$ cat src/rtl/wb_bus_arbiter.sv
// rtl/wb_bus_arbiter.sv - round-robin Wishbone B4 arbiter, NM masters to one slave
// Grant is held for a master's whole cyc; a watchdog errors out stalled strobes.
module wb_bus_arbiter #(
  parameter int NM      = 2,
  parameter int WB_AW   = 32,
  parameter int WB_DW   = 32,
  parameter int TIMEOUT = 1024
) (
  input  logic                    clk,
  input  logic                    rst,
  input  logic [NM*WB_AW-1:0]     wbm_adr_i,
  input  logic [NM*WB_DW-1:0]     wbm_dat_i,
  input  logic [NM*WB_DW/8-1:0]   wbm_sel_i,
  input  logic [NM-1:0]           wbm_we_i,
  input  logic [NM-1:0]           wbm_cyc_i,
  input  logic [NM-1:0]           wbm_stb_i,
  input  logic [NM*3-1:0]         wbm_cti_i,
  input  logic [NM*2-1:0]         wbm_bte_i,
  output logic [WB_DW-1:0]        wbm_dat_o,
  output logic [NM-1:0]           wbm_ack_o,
  output logic [NM-1:0]           wbm_err_o,
  output logic [WB_AW-1:0]        wbs_adr_o,
  output logic [WB_DW-1:0]        wbs_dat_o,
  output logic [WB_DW/8-1:0]      wbs_sel_o,
  output logic                    wbs_we_o,
  output logic                    wbs_cyc_o,
  output logic                    wbs_stb_o,
  output logic [2:0]              wbs_cti_o,
  output logic [1:0]              wbs_bte_o,
  input  logic [WB_DW-1:0]        wbs_dat_i,
  input  logic                    wbs_ack_i,
  input  logic                    wbs_err_i,
  output logic [NM-1:0]           grant_o
);

  localparam int LW      = $clog2(NM);
  localparam int SW      = WB_DW / 8;
  localparam int CW      = (TIMEOUT > 1) ? $clog2(TIMEOUT) : 1;
  localparam int TOUT_M1 = (TIMEOUT > 0) ? TIMEOUT - 1 : 0;
  localparam bit WD_EN   = (TIMEOUT > 0);

  logic [NM-1:0] r_grant;
  logic [LW-1:0] r_last;
  logic [CW-1:0] r_cnt;

  logic          w_busy;
  logic          w_arb;
  logic          w_found;
  logic [LW-1:0] w_win;
  logic [NM-1:0] w_win_oh;
  logic          w_gcyc;
  logic          w_gstb;
  logic          w_tout;

  // Scan last+1, last+2, ... so the most recent winner has lowest priority.
  always_comb begin
    w_found = 1'b0;
    w_win   = r_last;
    for (int k = 1; k <= NM; k++) begin
      if (!w_found && wbm_cyc_i[(int'(r_last) + k) % NM]) begin
        w_found = 1'b1;
        w_win   = LW'((int'(r_last) + k) % NM);
      end
    end
    w_win_oh = w_found ? (NM'(1) << w_win) : '0;
  end

  always_comb begin
    w_gcyc    = 1'b0;
    w_gstb    = 1'b0;
    wbs_adr_o = '0;
    wbs_dat_o = '0;
    wbs_sel_o = '0;
    wbs_we_o  = 1'b0;
    wbs_cti_o = '0;
    wbs_bte_o = '0;
    for (int i = 0; i < NM; i++) begin
      if (r_grant[i]) begin
        w_gcyc    = wbm_cyc_i[i];
        w_gstb    = wbm_stb_i[i] & wbm_cyc_i[i];
        wbs_adr_o = wbm_adr_i[i*WB_AW +: WB_AW];
        wbs_dat_o = wbm_dat_i[i*WB_DW +: WB_DW];
        wbs_sel_o = wbm_sel_i[i*SW +: SW];
        wbs_we_o  = wbm_we_i[i];
        wbs_cti_o = wbm_cti_i[i*3 +: 3];
        wbs_bte_o = wbm_bte_i[i*2 +: 2];
      end
    end
  end

  assign w_busy    = |r_grant;
  assign w_arb     = !w_busy || !w_gcyc;
  assign w_tout    = WD_EN && w_gstb && !wbs_ack_i && (r_cnt == CW'(TOUT_M1));

  assign wbs_cyc_o = w_gcyc;
  assign wbs_stb_o = w_gstb;
  assign wbm_dat_o = w_busy ? wbs_dat_i : '0;
  assign wbm_ack_o = r_grant & {NM{wbs_ack_i}};
  assign wbm_err_o = r_grant & {NM{wbs_err_i | w_tout}};
  assign grant_o   = r_grant;

  always_ff @(posedge clk) begin
    if (rst) begin
      r_grant <= '0;
      r_last  <= LW'(NM - 1);
      r_cnt   <= '0;
    end else begin
      if (w_arb) begin
        r_grant <= w_win_oh;
        r_last  <= w_win;
      end
      if (w_arb || !WD_EN || wbs_ack_i || wbs_err_i || w_tout)
        r_cnt <= '0;
      else if (w_gstb)
        r_cnt <= r_cnt + CW'(1);
    end
  end

endmodule

$ cat config.mk
export PLATFORM = sky130hd
export DESIGN_NAME = wb_bus_arbiter
export DESIGN_NICKNAME = d
export VERILOG_FILES = /design/src/rtl/wb_bus_arbiter.sv
export SDC_FILE = /design/constraint.sdc
export NUM_CORES = 1
export LEC_CHECK = 0
export CAP_MARGIN = 15
export CELL_PAD_IN_SITES_DETAIL_PLACEMENT = 0
export CELL_PAD_IN_SITES_GLOBAL_PLACEMENT = 1
export CORE_MARGIN = 2
export CORE_UTILIZATION = 13
export CTS_BUF_LIST = sky130_fd_sc_hd__clkbuf_4 sky130_fd_sc_hd__clkbuf_8
export DETAILED_ROUTE_END_ITERATION = 6
export GPL_TIMING_DRIVEN = 0
export PLACE_DENSITY_LB_ADDON = 0.2
export SYNTH_ARGS = -nofsm -noshare
export SYNTH_HDL_FRONTEND = slang
export SYNTH_SLANG_ARGS = --single-unit
$ cat constraint.sdc
create_clock -name clk -period 3.8 [get_ports clk]
set_clock_uncertainty 0.1 [all_clocks]
set_input_delay 0.38 -clock clk [delete_from_list [all_inputs] [get_ports clk]]
set_output_delay 0.38 -clock clk [all_outputs]
set_load 0.02 [all_outputs]
; Word-level counts from Yosys, hierarchy flattened
; Index checks and enable logic that the tools add are counted.
[totals]
mem_bits_ro = 0
latch_bits = 0
n_memories = 0
output_inout_bits = 114
register_bits = 13
ram_bits = 0
[op_classes]
add_sub_neg = 3
magnitude_cmp = 2
n_reduce_logical = 13
eq_ne = 1
n_mul = 0
div_mod_pow = 0
bitwise_logic = 7
shifts = 1
mux = 28
[op_table]
columns = op, n
row1 = 2-to-1 mux 32 bit, 5
row2 = 2-to-1 mux 1 bit, 16
row3 = adder 10 x 1 -> 10 bit (second input constant), 1
row4 = == test 10 bit (second input constant), 1
row5 = 2-to-1 mux 4 bit, 2
row6 = < comparator 2 x 3 -> 1 bit (second input constant), 2
row7 = 2-to-1 mux 2 bit, 3
row8 = 2-to-1 mux 3 bit, 2
row9 = bitwise AND 2 bit, 2
row10 = logical NOT 1 bit, 4
row11 = logical OR 1 bit, 4
row12 = OR reduction 2 bit, 2
row13 = logical AND 1 bit, 3
row14 = adder 1 bit (second input constant), 2
row15 = bitwise AND 1 bit, 2
row16 = bitwise AND 1 bit (first input constant), 2
row17 = left shift 1 x 1 -> 2 bit (first input constant), 1
row18 = OR 1 bit, 1

; Longest topological paths before layout
; Gate-level depths: netlist of run 1.
[depth]
word_depth = 11
mapped_depth = 6
ltp_nobuf = 5

; Worst setup path before layout of run 1
; No wires, ideal clock.
[synth_timing]
kind = register -> output
from = register r_grant[1], in the netlist grant_o[1]
to = output port wbm_err_o[1]
t_required_ns = 3.320
stages_incl_launch_ff = 5
arrival_time_ns = 1.559
path_slack_ns = 1.761
n_path_buf = 3
cell_sequence = dfxtp_1 > buf_6 > clkbuf_1 > clkbuf_1 > nor2b_1
[synth_via]
elab_chain_cells = 5
[synth_lines]
columns = element, line
row1 = from (decl), 42  ; logic [NM-1:0] r_grant;
row2 = from (signal assigned), 109  ; r_grant <= w_win_oh;
row3 = 2-to-1 mux 1 bit, 78  ; if (r_grant[i]) begin
row4 = logical AND 1 bit (2 in a row), 93  ; assign w_tout = WD_EN && w_gstb && !wbs_ack_i && (r_cnt == CW'(TOUT_M1));
row5 = OR 1 bit, 99  ; assign wbm_err_o = r_grant & {NM{wbs_err_i | w_tout}};
row6 = bitwise AND 2 bit *, 99
row7 = to (decl), 21  ; output logic [NM-1:0] wbm_err_o,
; Mark *: on every way between the ends. The rest lies on a longest branch, timed or not.

; Worst setup path in the final report of run 1
[layout_timing]
from = register r_grant[1], in the netlist grant_o[1]
to = output port wbs_adr_o[26]
[layout_via]
elab_chain_cells = 1
[layout_lines]
columns = element, line
row1 = 2-to-1 mux 32 bit, 78
row2 = to (decl), 22  ; output logic [WB_AW-1:0] wbs_adr_o,
; Every way passes these cells.

==> results of run 1 <==
cell families (layout without fill, tap and decap cells):
group                    Yosys count  in the layout  synth area share
buffers and inverters             27            332            0.0713
AND/OR/NAND/NOR                   66             66             0.249
flip-flops                        13             13             0.156
adder cells (fa/ha/maj)            1              1           0.00750
XOR/XNOR                           9              9            0.0473
AO/OA/AOI/OAI                     91             91             0.469
routing by layer:
metal  wire, um  up-vias  share of wire
met5          0        -              0
met4        115        0         0.0088
met3       1590        8           0.12
met2       6380      161           0.49
met1       4910     1328           0.38
li1           -     1401              -
cell usage in the layout (no fill, tap or decap), types with 2 or more instances in the layout:
| cell | n |
|---|---|
| o21ai_0 | 2 |
| a22o_1 | 74 |
| a211oi_1 | 3 |
| buf_6 | 2 |
| buf_1 | 6 |
| buf_2 | 2 |
| nor2_1 | 2 |
| nand2_1 | 6 |
| nor2b_1 | 36 |
| nor2_2 | 9 |
| nand3_1 | 3 |
| a211o_1 | 2 |
| a21oi_1 | 3 |
| clkbuf_8 | 3 |
| a2111oi_1 | 3 |
| dfxtp_1 | 13 |
| inv_1 | 5 |
| and2_1 | 3 |
| clkbuf_1 | 12 |
| xnor2_1 | 9 |
| clkdlybuf4s50_1 | 301 |
metrics by stage:
step	instance area [sq um]	std cells
2_1_floorplan	1670	207
3_3_place_gp	4900	680
3_5_place_dp	4900	680
4_1_cts	4940	684
5_1_grt	4940	684
6_report	4940	684
critical path, stage by stage, from the launching register on:
cell	delay, ns
dfxtp_1	0.41
buf_6	0.17
clkbuf_1	0.45
clkbuf_1	0.47
a22o_1	0.26
clkdlybuf4s50_1	0.63
path summary, 6_finish.rpt:
path | startpoint | endpoint | slack (ns) | cells after the start
max | grant_o[1] | wbs_adr_o[26] | 0.67 | 5
min | r_cnt[1] | r_cnt[1] | 0.39 | 2
max reg2reg | grant_o[1] | r_cnt[0] | 2.09 | 6
min reg2reg | r_cnt[1] | r_cnt[1] | 0.39 | 2
layout make-up:
| type | instances | area, sq um | area share |
|---|---|---|---|
| timing repair buffer | 301 | 3010 | 0.610 |
| multi-input combinational | 167 | 1290 | 0.261 |
| tap | 172 | 215 | 0.0435 |
| buffer | 22 | 100 | 0.0203 |
| clock inverter | 1 | 5.00 | 0.00101 |
| sequential | 13 | 260 | 0.0527 |
| inverter | 5 | 18.8 | 0.00380 |
| clock buffer | 3 | 41.3 | 0.00835 |
flip-flops by register name, indices dropped and copies added (netlist names):
signal and flops:
grant_o 2, r_last 1, r_cnt 10
synthesized netlist by cell type (all sizes together) (2+ instances only):
library cell / count
o21ai: 2
nor2: 11
nand3: 4
nand2: 6
xnor2: 9
a211oi: 4
and2: 3
dfxtp: 13
a211o: 2
a22o: 74
a21oi: 4
nor2b: 36
clkbuf: 12
a2111oi: 3
inv: 5
buf: 10
where the power goes:
part           internal [mW]  total (mW)  switching, mW
registers              0.139       0.141        0.00178
logic                  0.386       0.673          0.287
clock network         0.0726       0.129         0.0566
==> flow_summary_export.csv, run 1 <==
group,metric,value,unit
run_status,status,"completed",
clocking,cts.path.max_buffers,2,
yosys,synth_nets,396,
clocking,htreeDepth,1,
placed_design,gp_congestion,0.797,
timing,maxSlewViolCount,0,
clocking,postCtsHoldBufs,0,
timing,slew_headroom,0.623,
critical_path,end_kind,"output port",
floorplan,fp.dieH,117,um
grt,antenna_found_initial,0,
yosys,synth_cell_types,31,
yosys,synth_top_area_share,0.389,
yosys,yosys.area.top_type,"a22o_1",
placed_design,numPortBuffers,301,
yosys,yosysWarnings,0,
yosys,syn-cell-area,1670,sq um
clocking,clkSinkCount,13,
cells_and_area,drive_above_1_share,0.0410,
grt,gr-usage-met1,0.186,
yosys,synth_seq_cells,13,
timing,min_period_over_period,0.823,
power_and_ir_drop,p_leak,1.76,nW
yosys,synth_edf_count,0,
critical_path,required,3.32,ns
timing,whs,0.394,ns
clocking,cts_tree,"done",
grt,grt_overflow,0,
critical_path,path_max_fanout,10,
placed_design,place_hpwl,11100,um
flow_run,drv_cap,0,
routing,routed_wirelength,13000,um
clocking,cts-root-buf,"clkbuf_8",
floorplan,die_w,117,um
yosys,syn_inst,207,
routing,ant_nets,0,
power_and_ir_drop,power.density,191,nW/um^2
cells_and_area,area_delta_synth_final,196,%
timing,setup_viol,0,
yosys,ys_seq_area_frac,0.156,
floorplan,core_area,12600,sq um
routing,viasPerCell,4.24,
grt,grt_max_degree,11,
grt,track_usage,0.164,
clocking,path_clk_slew,0.06,ns
timing,rsz0062_at_grt,"no",
placed_design,place_ws,0.863,ns
yosys,synth_ff_type,"dfxtp_1",
timing,max_freq,0.320,GHz
critical_path,cp.arrival,2.65,ns
clocking,cts_buffers,3,
grt,use_met3,0.0695,
yosys,syn_avg_cell_area,8.06,sq um
routing,drt_iter0_drc,113,
clocking,cts_setup_buffers,0,
grt,grt-busiest-layer,"met2",
cells_and_area,fin_util,0.393,
routing,vias,2898,
grt,grtUsageMet2,0.292,
cells_and_area,n_fill_cell,1316,
routing,dr.pass1.iters,4,
power_and_ir_drop,finalPower,0.943,mW
floorplan,dieArea,13800,sq um
timing,fin_ws,0.673,ns
routing,wire_per_inst,19.0,um
power_and_ir_drop,irDropWorstVdd,0.109,mV
timing,worst_slew_pin_slew,0.565,ns
floorplan,initial_core_util,0.133,
routing,drc,0,
floorplan,io_pins,302,
hold_path,hold_path_class,"register to register",
critical_path,path_class,"register to output port",
timing,fin_crit,3.13,ns
yosys,ys_async_sr_fraction,0,
grt,grt_pass1_vias,2862,
clocking,post_cts_resized,0,
critical_path,worst_setup_path_start_kind,"register",
floorplan,rows,41,
cells_and_area,finalNetCount,702,
timing,tns,0,ns
yosys,synthTopCellsByArea,"a22o_1 39%, dfxtp_1 16%, nor2b_1 14%",
clocking,clkLatencyLatePin,0.25,ns
timing,hold_viol_final,0,
grt,grt_pass1_wl,16800,um
cells_and_area,antennaDiodeCount,0,
Power figures use the tool's default switching activity.
==> run 2: changes to the inputs <==
--- a/config.mk
+++ b/config.mk
@@ -8,8 +8,9 @@
 export CAP_MARGIN = 15
 export CELL_PAD_IN_SITES_DETAIL_PLACEMENT = 0
 export CELL_PAD_IN_SITES_GLOBAL_PLACEMENT = 1
+export CORE_ASPECT_RATIO = 1.4
 export CORE_MARGIN = 2
-export CORE_UTILIZATION = 13
+export CORE_UTILIZATION = 12
 export CTS_BUF_LIST = sky130_fd_sc_hd__clkbuf_4 sky130_fd_sc_hd__clkbuf_8
 export DETAILED_ROUTE_END_ITERATION = 6
 export GPL_TIMING_DRIVEN = 0
==> constraint.sdc (replaced) <==
create_clock -name clk -period 3 [get_ports clk]
set_clock_uncertainty 0.1 [all_clocks]
set_input_delay 0.3 -clock clk [delete_from_list [all_inputs] [get_ports clk]]
set_output_delay 0.3 -clock clk [all_outputs]
set_load 0.02 [all_outputs]
==> flow_summary_export.csv, run 2 (synthesis gave the netlist of run 1 again) <==
group,metric,value,unit
clocking,cts.path.max_buffers,2,
critical_path,rrSetupSlack,1.28,ns
clocking,cts-root-buf,"clkbuf_8",
cells_and_area,drive_above_1_share,0.0547,
critical_path,crit_slowest_cell,"clkdlybuf4s50_1",
critical_path,r2r_cells,6,
timing,maxSlewViolCount,0,
floorplan,die_w,104,um
clocking,clkLatencyLatePin,0.24,ns
critical_path,cp.depth,6,
floorplan,rows,51,
power_and_ir_drop,p_leak,1.79,nW
routing,routed_wirelength,12200,um
placed_design,gp_congestion,0.815,
placed_design,place_ws,0.132,ns
hold_path,hold_path_depth,2,
critical_path,end_kind,"output port",
clocking,cts_setup_buffers,0,
timing,rsz0062_at_grt,"no",
clocking,cts_tree,"done",
cells_and_area,final_common_cell,"clkdlybuf4s50_1",
placed_design,place_hpwl,10400,um
routing,dr.pass1.iters,4,
critical_path,path_buf_inv,2,
run_status,status,"completed",
power_and_ir_drop,finalPower,1.19,mW
timing,fin_ws,0.156,ns
clocking,postCtsHoldBufs,0,
grt,grt_overflow,0,
grt,track_usage,0.150,
hold_path,hold_end,"r_cnt[1]",
cells_and_area,largest_reg_flops,10,
cells_and_area,regMostFlops,"r_cnt",
floorplan,initial_core_util,0.122,
critical_path,crit_chain,"clkdlybuf4s50_1 > nand3_2 > a211oi_2 > a21oi_1 > nor2b_1 > clkdlybuf4s50_1",
cells_and_area,finalNetCount,702,
timing,max_freq,0.352,GHz
hold_path,hp-start,"r_cnt[1]",
grt,grt_pass1_vias,2800,
floorplan,core_area,13700,sq um
critical_path,path_max_fanout,10,
cells_and_area,antennaDiodeCount,0,
clocking,post_cts_resized,1,
routing,viasPerCell,4.15,
hold_path,hold_path_class,"register to register",
timing,fin_crit,2.84,ns
critical_path,reg2reg_from,"grant_o[0]",
routing,wire_per_inst,17.5,um
timing,slew_headroom,0.566,
clocking,path_clk_slew,0.05,ns
critical_path,path_class,"primary input to output port",
critical_path,rr_endpoint,"r_cnt[5]",
floorplan,fp.dieH,143,um
routing,ant_nets,0,
critical_path,crit_family,"buffers and inverters",
routing,drt_iter0_drc,63,
timing,worst_slew_pin_slew,0.651,ns
cells_and_area,area_delta_synth_final,198,%
grt,antenna_found_initial,0,
grt,grt_max_degree,11,
flow_run,drv_cap,0,
clocking,clkSinkCount,13,
floorplan,dieArea,14900,sq um
clocking,htreeDepth,1,
cells_and_area,final_cell_mix,"301 x clkdlybuf4s50_1, 74 x a22o_1, 36 x nor2b_1",
timing,tns,0,ns
routing,vias,2896,
critical_path,cp.arrival,2.44,ns
power_and_ir_drop,irDropWorstVdd,0.188,mV
critical_path,path_common_cell,"clkdlybuf4s50_1",
critical_path,critical-path-max-stage-delay,0.63,ns
timing,min_period_over_period,0.948,
timing,setup_viol,0,
clocking,cts_buffers,3,
critical_path,worst_setup_path_start_kind,"primary input",
grt,grt_pass1_wl,17600,um
critical_path,required,2.60,ns
floorplan,io_pins,302,
timing,hold_viol_final,0,
routing,drc,0,
placed_design,numPortBuffers,301,
power_and_ir_drop,power.density,239,nW/um^2
-- run 2: changes by cell type in the layout (fill, tap and decap cells not counted) --
| cell | previous run | this run |
|---|---|---|
| buf_1 | 6 | 0 |
| clkinv_2 | 1 | 0 |
| clkbuf_2 | 0 | 7 |
| clkbuf_4 | 0 | 1 |
| clkbuf_1 | 12 | 11 |
-- run 2: power breakdown --
group	leakage [nW]	internal (mW)	switching [mW]
clock	0.0262	0.103	0.0639
combinational	1.65	0.490	0.354
sequential	0.105	0.176	0.00217
total	1.79	0.769	0.420
-- run 2: layer usage --
| metal | GRT usage | vias up | share of wire |
|---|---|---|---|
| met2 | 0.287 | 131 | 0.54 |
| met3 | 0.0331 | 11 | 0.060 |
| met1 | 0.173 | 1353 | 0.39 |
| met4 | 0.0235 | 0 | 0.010 |
| met5 | 0 | - | 0 |
| li1 | - | 1401 | - |
-- run 2: worst max-delay path by stage --
stage                             from            end  slack [ns]
after floorplan             grant_o[1]   wbm_err_o[1]        1.04
after global placement      grant_o[1]  wbs_adr_o[18]        0.14
after detailed placement  wbm_cyc_i[1]   wbm_err_o[1]        0.13
after CTS                   grant_o[0]   wbs_dat_o[3]        0.08
after global routing      wbm_cyc_i[0]   wbm_err_o[1]        0.03
final                     wbm_cyc_i[1]   wbm_err_o[1]        0.16
-- run 2: stage by stage --
step	instances	cell area [sq um]	hold WS, ns	util
finish	697	4970	0.404	0.362
global route	697	4970	0.412	0.362
CTS	697	4960	0.409	0.362
detailed placement	693	4910	0.401	0.358
global placement	693	4910	0.382	0.358
floorplan	207	1670	0.272	-
-- run 2: layout make-up --
class	instances	area [sq um]
timing repair buffer	301	3010
fill	1430	8750
clock buffer	4	48.8
multi-input combinational	167	1290
inverter	5	18.8
buffer	22	109
sequential	13	260
tap	185	231
-- run 2: worst register-to-register path, stage by stage, from the launching register on --
cell      delay (ns)
dfxtp_1         0.32
buf_2           0.21
nand4b_4        0.22
a211oi_2        0.35
a211o_1         0.19
buf_6           0.17
nor2_2          0.05
